==> src/rtl/h2c_pkg.sv <==
// Shared types and helpers for the H2C slot writer: slot count, FSM states,
// the slot length type, keep popcount and saturating length accumulation.
package h2c_pkg;

  localparam int unsigned NUM_SLOTS = 8;

  typedef enum logic [1:0] {
    WAIT,
    FILL,
    DRAIN
  } state_e;

  typedef logic [15:0] slot_len_t;

  function automatic logic [3:0] popcount8(input logic [7:0] keep);
    logic [3:0] cnt;
    cnt = '0;
    for (int unsigned i = 0; i < 8; i++) begin
      cnt = cnt + 4'(keep[i]);
    end
    return cnt;
  endfunction

  function automatic slot_len_t len_add_sat(input slot_len_t acc, input logic [4:0] add);
    logic [16:0] sum;
    sum = {1'b0, acc} + 17'(add);
    return sum[16] ? '1 : sum[15:0];
  endfunction

endpackage

==> src/rtl/h2c_beat_packer.sv <==
// Packs 64-bit H2C beats into 128-bit words: even beat latches the low half,
// odd beat (or tlast on an even beat) presents a complete word with its byte count.
module h2c_beat_packer
  import h2c_pkg::*;
(
  input  logic         clk,
  input  logic         rst_n,
  input  logic         beat_fire,
  input  logic [63:0]  beat_data,
  input  logic [7:0]   beat_keep,
  input  logic         beat_last,
  output logic         word_vld,
  output logic [127:0] word_data,
  output logic [4:0]   word_bytes
);

  logic        phase_q, phase_d;
  logic [63:0] lo_q, lo_d;
  logic [3:0]  lo_cnt_q, lo_cnt_d;
  logic [3:0]  beat_cnt;

  always_comb begin
    beat_cnt = popcount8(beat_keep);
    phase_d  = phase_q;
    lo_d     = lo_q;
    lo_cnt_d = lo_cnt_q;
    word_vld = beat_fire && (phase_q || beat_last);
    if (phase_q) begin
      word_data  = {beat_data, lo_q};
      word_bytes = 5'(lo_cnt_q) + 5'(beat_cnt);
    end else begin
      word_data  = {64'h0, beat_data};
      word_bytes = 5'(beat_cnt);
    end
    if (beat_fire) begin
      if (!phase_q) begin
        lo_d     = beat_data;
        lo_cnt_d = beat_cnt;
      end
      // tlast always returns the phase to even for the next packet
      phase_d = !phase_q && !beat_last;
    end
  end

  always_ff @(posedge clk or negedge rst_n) begin
    if (!rst_n) begin
      phase_q  <= 1'b0;
      lo_q     <= '0;
      lo_cnt_q <= '0;
    end else begin
      phase_q  <= phase_d;
      lo_q     <= lo_d;
      lo_cnt_q <= lo_cnt_d;
    end
  end

endmodule

==> src/rtl/h2c_slot_writer.sv <==
// Writes each H2C packet into one of 8 fixed-size inbound-RAM slots round-robin,
// publishing per-slot valid, length and overflow flags until the slot is released.
module h2c_slot_writer
  import h2c_pkg::*;
#(
  parameter int unsigned SLOT_WORDS = 64,
  parameter logic [31:0] BASE_ADDR  = 32'h0
) (
  input  logic                         clk,
  input  logic                         rst_n,
  input  logic [63:0]                  m_axis_h2c_tdata_0,
  input  logic [7:0]                   m_axis_h2c_tkeep_0,
  input  logic                         m_axis_h2c_tlast_0,
  input  logic                         m_axis_h2c_tvalid_0,
  output logic                         m_axis_h2c_tready_0,
  output logic [127:0]                 WrData,
  output logic                         WrEn,
  output logic [31:0]                  WrAddr,
  output logic [NUM_SLOTS-1:0]         SlotValid,
  input  logic [NUM_SLOTS-1:0]         SlotRelease,
  output logic [NUM_SLOTS-1:0][15:0]   SlotLen,
  output logic [NUM_SLOTS-1:0]         SlotOvf
);

  localparam int unsigned         IDX_W    = $clog2(SLOT_WORDS) + 1;
  localparam logic [IDX_W-1:0]    IDX_FULL = IDX_W'(SLOT_WORDS);

  state_e                       state_q, state_d;
  logic [2:0]                   cur_slot_q, cur_slot_d;
  logic [IDX_W-1:0]             word_idx_q, word_idx_d;
  slot_len_t                    len_q, len_d;
  logic                         wr_en_q, wr_en_d;
  logic [127:0]                 wr_data_q, wr_data_d;
  logic [31:0]                  wr_addr_q, wr_addr_d;
  logic [NUM_SLOTS-1:0]         slot_valid_q, slot_valid_d;
  logic [NUM_SLOTS-1:0]         slot_ovf_q, slot_ovf_d;
  logic [NUM_SLOTS-1:0][15:0]   slot_len_q, slot_len_d;

  logic         beat_fire;
  logic         word_vld;
  logic [127:0] word_data;
  logic [4:0]   word_bytes;
  logic         fin;
  logic         fin_ovf;
  slot_len_t    fin_len;

  assign m_axis_h2c_tready_0 = (state_q != WAIT);
  assign beat_fire           = m_axis_h2c_tvalid_0 && (state_q == FILL);

  h2c_beat_packer u_packer (
    .clk        (clk),
    .rst_n      (rst_n),
    .beat_fire  (beat_fire),
    .beat_data  (m_axis_h2c_tdata_0),
    .beat_keep  (m_axis_h2c_tkeep_0),
    .beat_last  (m_axis_h2c_tlast_0),
    .word_vld   (word_vld),
    .word_data  (word_data),
    .word_bytes (word_bytes)
  );

  always_comb begin
    state_d      = state_q;
    cur_slot_d   = cur_slot_q;
    word_idx_d   = word_idx_q;
    len_d        = len_q;
    wr_en_d      = 1'b0;
    wr_data_d    = wr_data_q;
    wr_addr_d    = wr_addr_q;
    slot_valid_d = slot_valid_q;
    slot_ovf_d   = slot_ovf_q;
    slot_len_d   = slot_len_q;
    fin          = 1'b0;
    fin_ovf      = 1'b0;
    fin_len      = len_q;

    for (int unsigned n = 0; n < NUM_SLOTS; n++) begin
      if (SlotRelease[n] && slot_valid_q[n]) begin
        slot_valid_d[n] = 1'b0;
        slot_ovf_d[n]   = 1'b0;
        slot_len_d[n]   = '0;
      end
    end

    case (state_q)
      WAIT: begin
        if (!slot_valid_q[cur_slot_q]) state_d = FILL;
      end
      FILL: begin
        if (word_vld) begin
          if (word_idx_q == IDX_FULL) begin
            // slot full: a tlast here completes at once, otherwise discard the rest
            if (m_axis_h2c_tlast_0) begin
              fin     = 1'b1;
              fin_ovf = 1'b1;
            end else begin
              state_d = DRAIN;
            end
          end else begin
            wr_en_d    = 1'b1;
            wr_data_d  = word_data;
            wr_addr_d  = BASE_ADDR + 32'(cur_slot_q) * SLOT_WORDS + 32'(word_idx_q);
            word_idx_d = word_idx_q + IDX_W'(1);
            len_d      = len_add_sat(len_q, word_bytes);
            if (m_axis_h2c_tlast_0) begin
              fin     = 1'b1;
              fin_len = len_d;
            end
          end
        end
      end
      DRAIN: begin
        if (m_axis_h2c_tvalid_0 && m_axis_h2c_tlast_0) begin
          fin     = 1'b1;
          fin_ovf = 1'b1;
        end
      end
      default: state_d = WAIT;
    endcase

    if (fin) begin
      slot_valid_d[cur_slot_q] = 1'b1;
      slot_ovf_d[cur_slot_q]   = fin_ovf;
      slot_len_d[cur_slot_q]   = fin_len;
      cur_slot_d               = cur_slot_q + 3'd1;
      word_idx_d               = '0;
      len_d                    = '0;
      state_d                  = WAIT;
    end
  end

  always_ff @(posedge clk or negedge rst_n) begin
    if (!rst_n) begin
      state_q      <= WAIT;
      cur_slot_q   <= '0;
      word_idx_q   <= '0;
      len_q        <= '0;
      wr_en_q      <= 1'b0;
      wr_data_q    <= '0;
      wr_addr_q    <= BASE_ADDR;
      slot_valid_q <= '0;
      slot_ovf_q   <= '0;
      slot_len_q   <= '0;
    end else begin
      state_q      <= state_d;
      cur_slot_q   <= cur_slot_d;
      word_idx_q   <= word_idx_d;
      len_q        <= len_d;
      wr_en_q      <= wr_en_d;
      wr_data_q    <= wr_data_d;
      wr_addr_q    <= wr_addr_d;
      slot_valid_q <= slot_valid_d;
      slot_ovf_q   <= slot_ovf_d;
      slot_len_q   <= slot_len_d;
    end
  end

  assign WrEn      = wr_en_q;
  assign WrData    = wr_data_q;
  assign WrAddr    = wr_addr_q;
  assign SlotValid = slot_valid_q;
  assign SlotOvf   = slot_ovf_q;
  assign SlotLen   = slot_len_q;

endmodule

==> config.mk <==
export PLATFORM = sky130hd
export DESIGN_NAME = h2c_slot_writer
export DESIGN_NICKNAME = d
export VERILOG_FILES = /design/src/rtl/h2c_pkg.sv /design/src/rtl/h2c_beat_packer.sv /design/src/rtl/h2c_slot_writer.sv
export SDC_FILE = /design/constraint.sdc
export NUM_CORES = 1
export LEC_CHECK = 0
export CAP_MARGIN = 20
export CORE_MARGIN = 2
export CORE_UTILIZATION = 55
export DETAILED_ROUTE_END_ITERATION = 6
export PLACE_DENSITY = 0.86
export SLEW_MARGIN = 20
export SYNTH_ARGS = -nofsm -noshare
export SYNTH_HDL_FRONTEND = slang
export SYNTH_HIERARCHICAL = 1
export SYNTH_SLANG_ARGS = --single-unit
==> constraint.sdc <==
create_clock -name clk -period 9.25 [get_ports clk]
set_input_delay 2.775 -clock clk [delete_from_list [all_inputs] [get_ports clk]]
set_output_delay 2.775 -clock clk [all_outputs]
set_load 0.01 [all_outputs]
==> flow_metrics.py, run 1 <==
metrics = {
    "die": {
        "die_area_sq_mm": 0.0325,
        "ios": 390,
        "start_util_pct": 55.9,
        "core_area_sq_mm": 0.0306,
        "rows": 64,
        "chipHeight_um": 180,
        "die_w_um": 180,
    },
    "sta": {
        "max_slew_margin_pct": 28.4,
        "slew_viol_final": 0,
        "period_needed_ps": 8050,
        "finalSetupViolations": 0,
        "fmax_mhz": 124,
        "worst_pin_slew_ps": 1070,
        "setup_tns_ps": 0,
        "period_share_pct": 87.0,
        "hold_viol": 0,
        "fin_worst_skew_ps": 19.4,
        "rsz0062_at_grt": "no",
    },
    "route": {
        "finalWirelength_um": 51400,
        "met2WireLength_um": 24400,
        "ant_nets": 0,
        "first_iter_violations": 1132,
        "wl_met3_um": 5150,
        "vias": 13800,
        "top_layer": "met4",
        "viasPerCell": 5.76,
        "wl_met1_um": 19700,
        "drc": 0,
        "wire_per_inst_um": 21.4,
        "drt_first_pass_iters": 5,
    },
    "critical_path": {
        "cp_top_family": "adder cells",
        "required_ps": 9590,
        "r2r-end": "SlotLen[110]",
        "critPathSlowestCell": "o31ai_2",
        "reg2reg_depth": 11,
        "cp_max_fo": 8,
        "critical_path_class": "input port to flop",
        "endpoint_kind": "flop",
        "r2r-start": "u_packer/lo_cnt_q[0]",
        "critPathLaunchType": "input port",
        "cp.arrival_ps": 8390,
        "path_cells": "clkdlybuf4s50_1 > fa_1 > inv_1 > fa_1 > inv_1 > ha_1 > fa_1 > xor2_1 > ha_1 > a21oi_1 > a211o_1 > nand3_1 > ha_1 > o21ai_1 > o21bai_2 > nand3_1 > o31ai_2 > o21ai_0",
        "rrSetupSlack_ps": 5390,
        "max_stage_delay_ps": 920,
        "crit_buf_inv": 3,
    },
    "clock_network": {
        "cts_hold_buf": 0,
        "cts_sinks": 380,
        "clock_latency_ps": 530,
        "cts_root_buf": "clkbuf_16",
        "clk_pin_slew_ps": 60,
        "cts_htree_levels": 2,
        "cts_tree": "yes",
        "numCtsBuffers": 40,
        "max-clock-path-buffers": 3,
        "ctsResizeCount": 0,
        "cts_post_setup_buffers_inserted": 0,
    },
    "cells_and_area": {
        "area_growth_pct": 30.0,
        "nFillCells": 2062,
        "design_area_sq_mm": 0.0222,
        "multi_input_area_sq_mm": 0.00694,
        "nets": 2090,
        "regArea_sq_mm": 0.00951,
        "drive_gt1_share_pct": 13.0,
    },
    "grt": {
        "grt_pass1_vias": 14100,
        "grt_pass1_wl_um": 80700,
        "overflow": 0,
        "grt_max_degree": 187,
        "track_usage_pct": 31.1,
        "grt_antenna_before_repair": 1,
    },
    "place": {
        "place_hpwl_um": 33600,
        "dpl-instance-area_sq_mm": 0.0209,
        "gp_congestion": 0.864,
        "port_buffers": 367,
    },
    "yosys": {
        "synth_commonest_cells": "nand2_1 (428), dfrtp_1 (380), nand3_1 (143)",
        "synthFlopType": "dfrtp_1",
        "synthCells": 1656,
        "ys_seq_elements": 380,
        "synth.most_common_cell": "nand2_1",
        "ys_warn_count": 6,
        "synth-edff-count": 0,
        "synth_area_sq_mm": 0.0171,
        "synth.largest_area_cell": "dfrtp_1",
        "seq_area_frac_synth_pct": 55.6,
        "syn_avg_cell_area_sq_um": 10.3,
        "async_reset_ff_share_pct": 100,
        "synth_top_area_share_pct": 55.6,
        "synth_top_cells_by_area": "dfrtp_1 (56%), nand2_1 (9.4%), mux2_2 (8.3%)",
        "ys_types": 69,
    },
    "hold_path": {
        "hold_path_class": "flop to flop",
        "min_to": "WrData[101]",
        "min_from": "WrData[101]",
        "hold_depth": 2,
    },
    "pwr": {
        "power_density_mw_per_mm2": 276,
        "irDropWorstVdd_mv": 0.146,
        "power_leakage_nw": 10.2,
    },
    "run": {
        "max-cap-violations": 0,
    },
    "status": {
        "status": "finished, final reports clean",
    },
}
-- worst reg2reg max path, delay by kind of cell (launching register included) --
| family | cells | cell delay [ps] |
|---|---|---|
| DFF | 1 | 380 |
| adders and majority gates | 3 | 1000 |
| AOI/OAI and AO/OA | 6 | 2040 |
| and+or+nand+nor | 2 | 260 |
-- where the power goes --
part / internal [mW] / switching [mW]
Combinational: 1.07 / 1.04
Clock: 0.959 / 0.651
Sequential: 2.11 / 0.318
Total: 4.14 / 2.01
-- logic make-up after synthesis --
group | after synthesis | synth area share [%]
muxes | 146 | 9.95
adders and majority gates | 27 | 2.24
other | 1 | 0.0219
AOI/OAI and AO/OA | 224 | 8.48
xor gates and xnor gates | 13 | 0.666
and+or+nand+nor | 714 | 18.7
buffers and inverters | 151 | 4.37
DFF | 380 | 55.6
-- stage by stage --
step	util (%)	total power [mW]	instances	hold WS [ps]	setup WS, ps
floorplan	-	3.55	1677	474	2230
global placement	68.2	4.43	2331	456	1030
detailed placement	68.2	4.53	2331	461	832
CTS	72.5	6.16	2402	476	1390
global route	72.7	6.46	2405	492	989
finish	72.7	6.15	2405	471	1200
-- how the worst max path moves through the flow --
stage | from | end | slack [ps] | cells after the start
3_3_place_gp | m_axis_h2c_tkeep_0[3] | SlotLen[73] | 1030 | 15
5_1_grt | m_axis_h2c_tkeep_0[3] | SlotLen[57] | 990 | 18
6_report | m_axis_h2c_tkeep_0[3] | SlotLen[110] | 1200 | 18
2_1_floorplan | m_axis_h2c_tkeep_0[3] | SlotLen[25] | 2230 | 15
3_5_place_dp | m_axis_h2c_tkeep_0[3] | SlotLen[73] | 830 | 15
4_1_cts | m_axis_h2c_tkeep_0[3] | SlotLen[73] | 1390 | 15
-- flip-flops by register name, indices dropped and copies added, names as in the netlist --
| name | cells |
|---|---|
| u_packer/phase_q | 1 |
| SlotValid | 8 |
| SlotLen | 128 |
| cur_slot_q | 3 |
| word_idx_q | 7 |
| WrAddr | 10 |
| SlotOvf | 8 |
| state_q | 2 |
| WrEn | 1 |
| WrData | 128 |
| u_packer/lo_cnt_q | 4 |
| len_q | 16 |
| u_packer/lo_q | 64 |
-- cell type report --
type	instances	area share [%]
Antenna cell	1	0.0113
Clock buffer	62	5.64
Clock inverter	9	0.332
Inverter	25	0.445
Multi-Input combinational cell	1146	31.2
Sequential cell	380	42.8
Tap cell	396	2.23
Timing Repair Buffer	386	17.3
-- layer usage --
metal / vias to the layer above / global-route usage (%)
li1: 6197 / -
met1: 6864 / 39.1
met2: 653 / 50.8
met3: 129 / 9.84
met4: 0 / 11.5
met5: - / 0
-- placed cells by master, fill, tap and decap left out, types with 7 or more instances in the layout --
cell type	instances
clkbuf_8	15
o21ai_0	126
buf_4	16
mux2_2	126
mux2i_1	7
o31ai_1	16
xor2_1	7
a21o_1	7
and3_1	9
clkinv_2	7
mux2_4	10
nor3_1	11
clkbuf_16	41
a31o_2	8
ha_1	21
conb_1	22
nand4_1	7
clkdlybuf4s50_1	366
a221oi_1	9
inv_1	23
nand2_1	428
dfrtp_1	379
nor2_1	24
nand3_1	142
and2_1	68
a21oi_1	12
Note: power is estimated with default switching activity, not from simulation.
==> inputs of run 2 (changes only) <==
--- a/config.mk
+++ b/config.mk
@@ -10,7 +10,6 @@
 export CORE_UTILIZATION = 55
 export DETAILED_ROUTE_END_ITERATION = 6
 export PLACE_DENSITY = 0.86
-export SLEW_MARGIN = 20
 export SYNTH_ARGS = -nofsm -noshare
 export SYNTH_HDL_FRONTEND = slang
 export SYNTH_HIERARCHICAL = 1
==> flow_metrics.py, run 2 (synthesis gave the netlist of run 1 again) <==
metrics = {
    "status": {
        "status": "finished, final reports clean",
    },
    "die": {
        "chipHeight_um": 180,
        "start_util_pct": 55.9,
        "die_area_sq_mm": 0.0325,
        "rows": 64,
        "core_area_sq_mm": 0.0306,
        "die_w_um": 180,
        "ios": 390,
    },
    "route": {
        "finalWirelength_um": 51300,
        "wire_per_inst_um": 21.3,
        "ant_nets": 0,
        "drc": 0,
        "first_iter_violations": 1246,
        "drt_first_pass_iters": 5,
        "vias": 13800,
        "viasPerCell": 5.75,
    },
    "place": {
        "place_hpwl_um": 33600,
        "port_buffers": 367,
        "dpl-instance-area_sq_mm": 0.0209,
        "gp_congestion": 0.864,
    },
    "critical_path": {
        "max_stage_delay_ps": 900,
        "critPathLaunchType": "input port",
        "cp_max_fo": 8,
        "path_cells": "clkdlybuf4s50_1 > fa_1 > inv_1 > fa_1 > inv_1 > ha_1 > fa_1 > xor2_1 > ha_1 > a21oi_1 > a211o_1 > nand3_1 > ha_1 > o21ai_1 > o21bai_2 > nand3_1 > o31ai_2 > o21ai_0",
        "critical_path_class": "input port to flop",
        "critPathSlowestCell": "o31ai_2",
        "cp.arrival_ps": 8340,
        "required_ps": 9590,
        "endpoint_kind": "flop",
    },
    "sta": {
        "setup_tns_ps": 0,
        "hold_viol": 0,
        "slew_viol_final": 0,
        "worst_pin_slew_ps": 1060,
        "period_needed_ps": 8000,
        "period_share_pct": 86.4,
        "fin_worst_skew_ps": 21.3,
        "rsz0062_at_grt": "no",
        "max_slew_margin_pct": 29.1,
        "finalSetupViolations": 0,
        "fmax_mhz": 125,
    },
    "cells_and_area": {
        "final_common_cell": "nand2_1",
        "nets": 2090,
        "area_growth_pct": 30.0,
        "final_util_pct": 72.6,
        "nFillCells": 2065,
        "design_area_sq_mm": 0.0222,
        "regArea_sq_mm": 0.00951,
        "multi_input_area_sq_mm": 0.00693,
        "final_cell_mix": "nand2_1 (428), dfrtp_1 (379), clkdlybuf4s50_1 (366)",
        "drive_gt1_share_pct": 12.9,
    },
    "clock_network": {
        "clock_latency_ps": 530,
        "ctsResizeCount": 0,
        "clk_pin_slew_ps": 60,
        "cts_sinks": 380,
        "cts_hold_buf": 0,
        "cts_tree": "yes",
        "cts_root_buf": "clkbuf_16",
        "numCtsBuffers": 40,
        "cts_post_setup_buffers_inserted": 0,
        "max-clock-path-buffers": 3,
        "cts_htree_levels": 2,
    },
    "pwr": {
        "power_leakage_nw": 10.2,
        "switching_share_pct": 32.7,
        "clockPowerShare_pct": 26.2,
        "irDropWorstVdd_mv": 0.146,
        "power_density_mw_per_mm2": 277,
        "p_sw_mw": 2.01,
        "seq_power_share_pct": 39.5,
        "combPwrFrac_pct": 34.3,
        "p_int_mw": 4.14,
    },
    "grt": {
        "grt_pass1_vias": 14100,
        "grt_antenna_before_repair": 1,
        "grt_max_degree": 187,
        "grt_pass1_wl_um": 80700,
        "overflow": 0,
        "track_usage_pct": 31.1,
    },
    "run": {
        "max-cap-violations": 0,
    },
    "hold_path": {
        "hold_path_class": "flop to flop",
    },
}
run 2: metal layers:
metal	GRT usage (%)	vias to the layer above	share of wire, %
met5	0	-	0
met4	11.5	0	4.1
met3	9.84	130	11
met2	50.8	698	48
met1	39.1	6801	37
li1	-	6198	-
run 2: cell type report:
type	instances	area share, %
diodes	1	0.0113
flip-flops and latches	380	42.8
multi-input cells	1146	31.2
clock buffers	62	5.65
well taps	396	2.23
clock inverters	9	0.332
inverters	25	0.445
repair buffers	386	17.3
run 2: metrics by stage:
step / hold WS (ps) / power [mW] / instances / setup WS (ps)
after floorplan: 474 / 3.55 / 1677 / 2230
after global placement: 456 / 4.43 / 2331 / 1030
after detailed placement: 461 / 4.53 / 2331 / 832
after CTS: 476 / 6.16 / 2402 / 1390
after global routing: 492 / 6.46 / 2405 / 993
final: 471 / 6.14 / 2405 / 1250
run 2: critical path, delay by kind of cell:
family / cells / cell delay (ps)
compound gates: 6 / 2010
xor+xnor: 1 / 310
fa+ha+maj: 6 / 2400
buf+inv: 3 / 560
simple gates: 2 / 280
run 2: path summary, 6_finish.rpt:
| kind | startpoint | end | cells past startpoint | slack [ps] |
|---|---|---|---|---|
| worst min-delay path | WrData[127] | WrData[127] | 2 | 470 |
| worst max-delay path | m_axis_h2c_tkeep_0[3] | SlotLen[110] | 18 | 1250 |
| worst max register to register | state_q[1] | SlotLen[92] | 10 | 5400 |
| worst min register to register | WrData[127] | WrData[127] | 2 | 470 |
| max in group asynchronous | rst_n | WrData[36] | 2 | 5290 |
| min in group asynchronous | rst_n | SlotLen[20] | 1 | 2290 |
run 2: power by group through the flow:
stage               clock network (mW)  registers [mW]  logic [mW]
floorplan                            0            2.46        1.09
global placement                     0            2.41        2.02
detailed placement                   0            2.44        2.09
CTS                               1.63            2.42        2.11
global route                      1.69            2.48        2.29
finish                            1.61            2.43        2.11
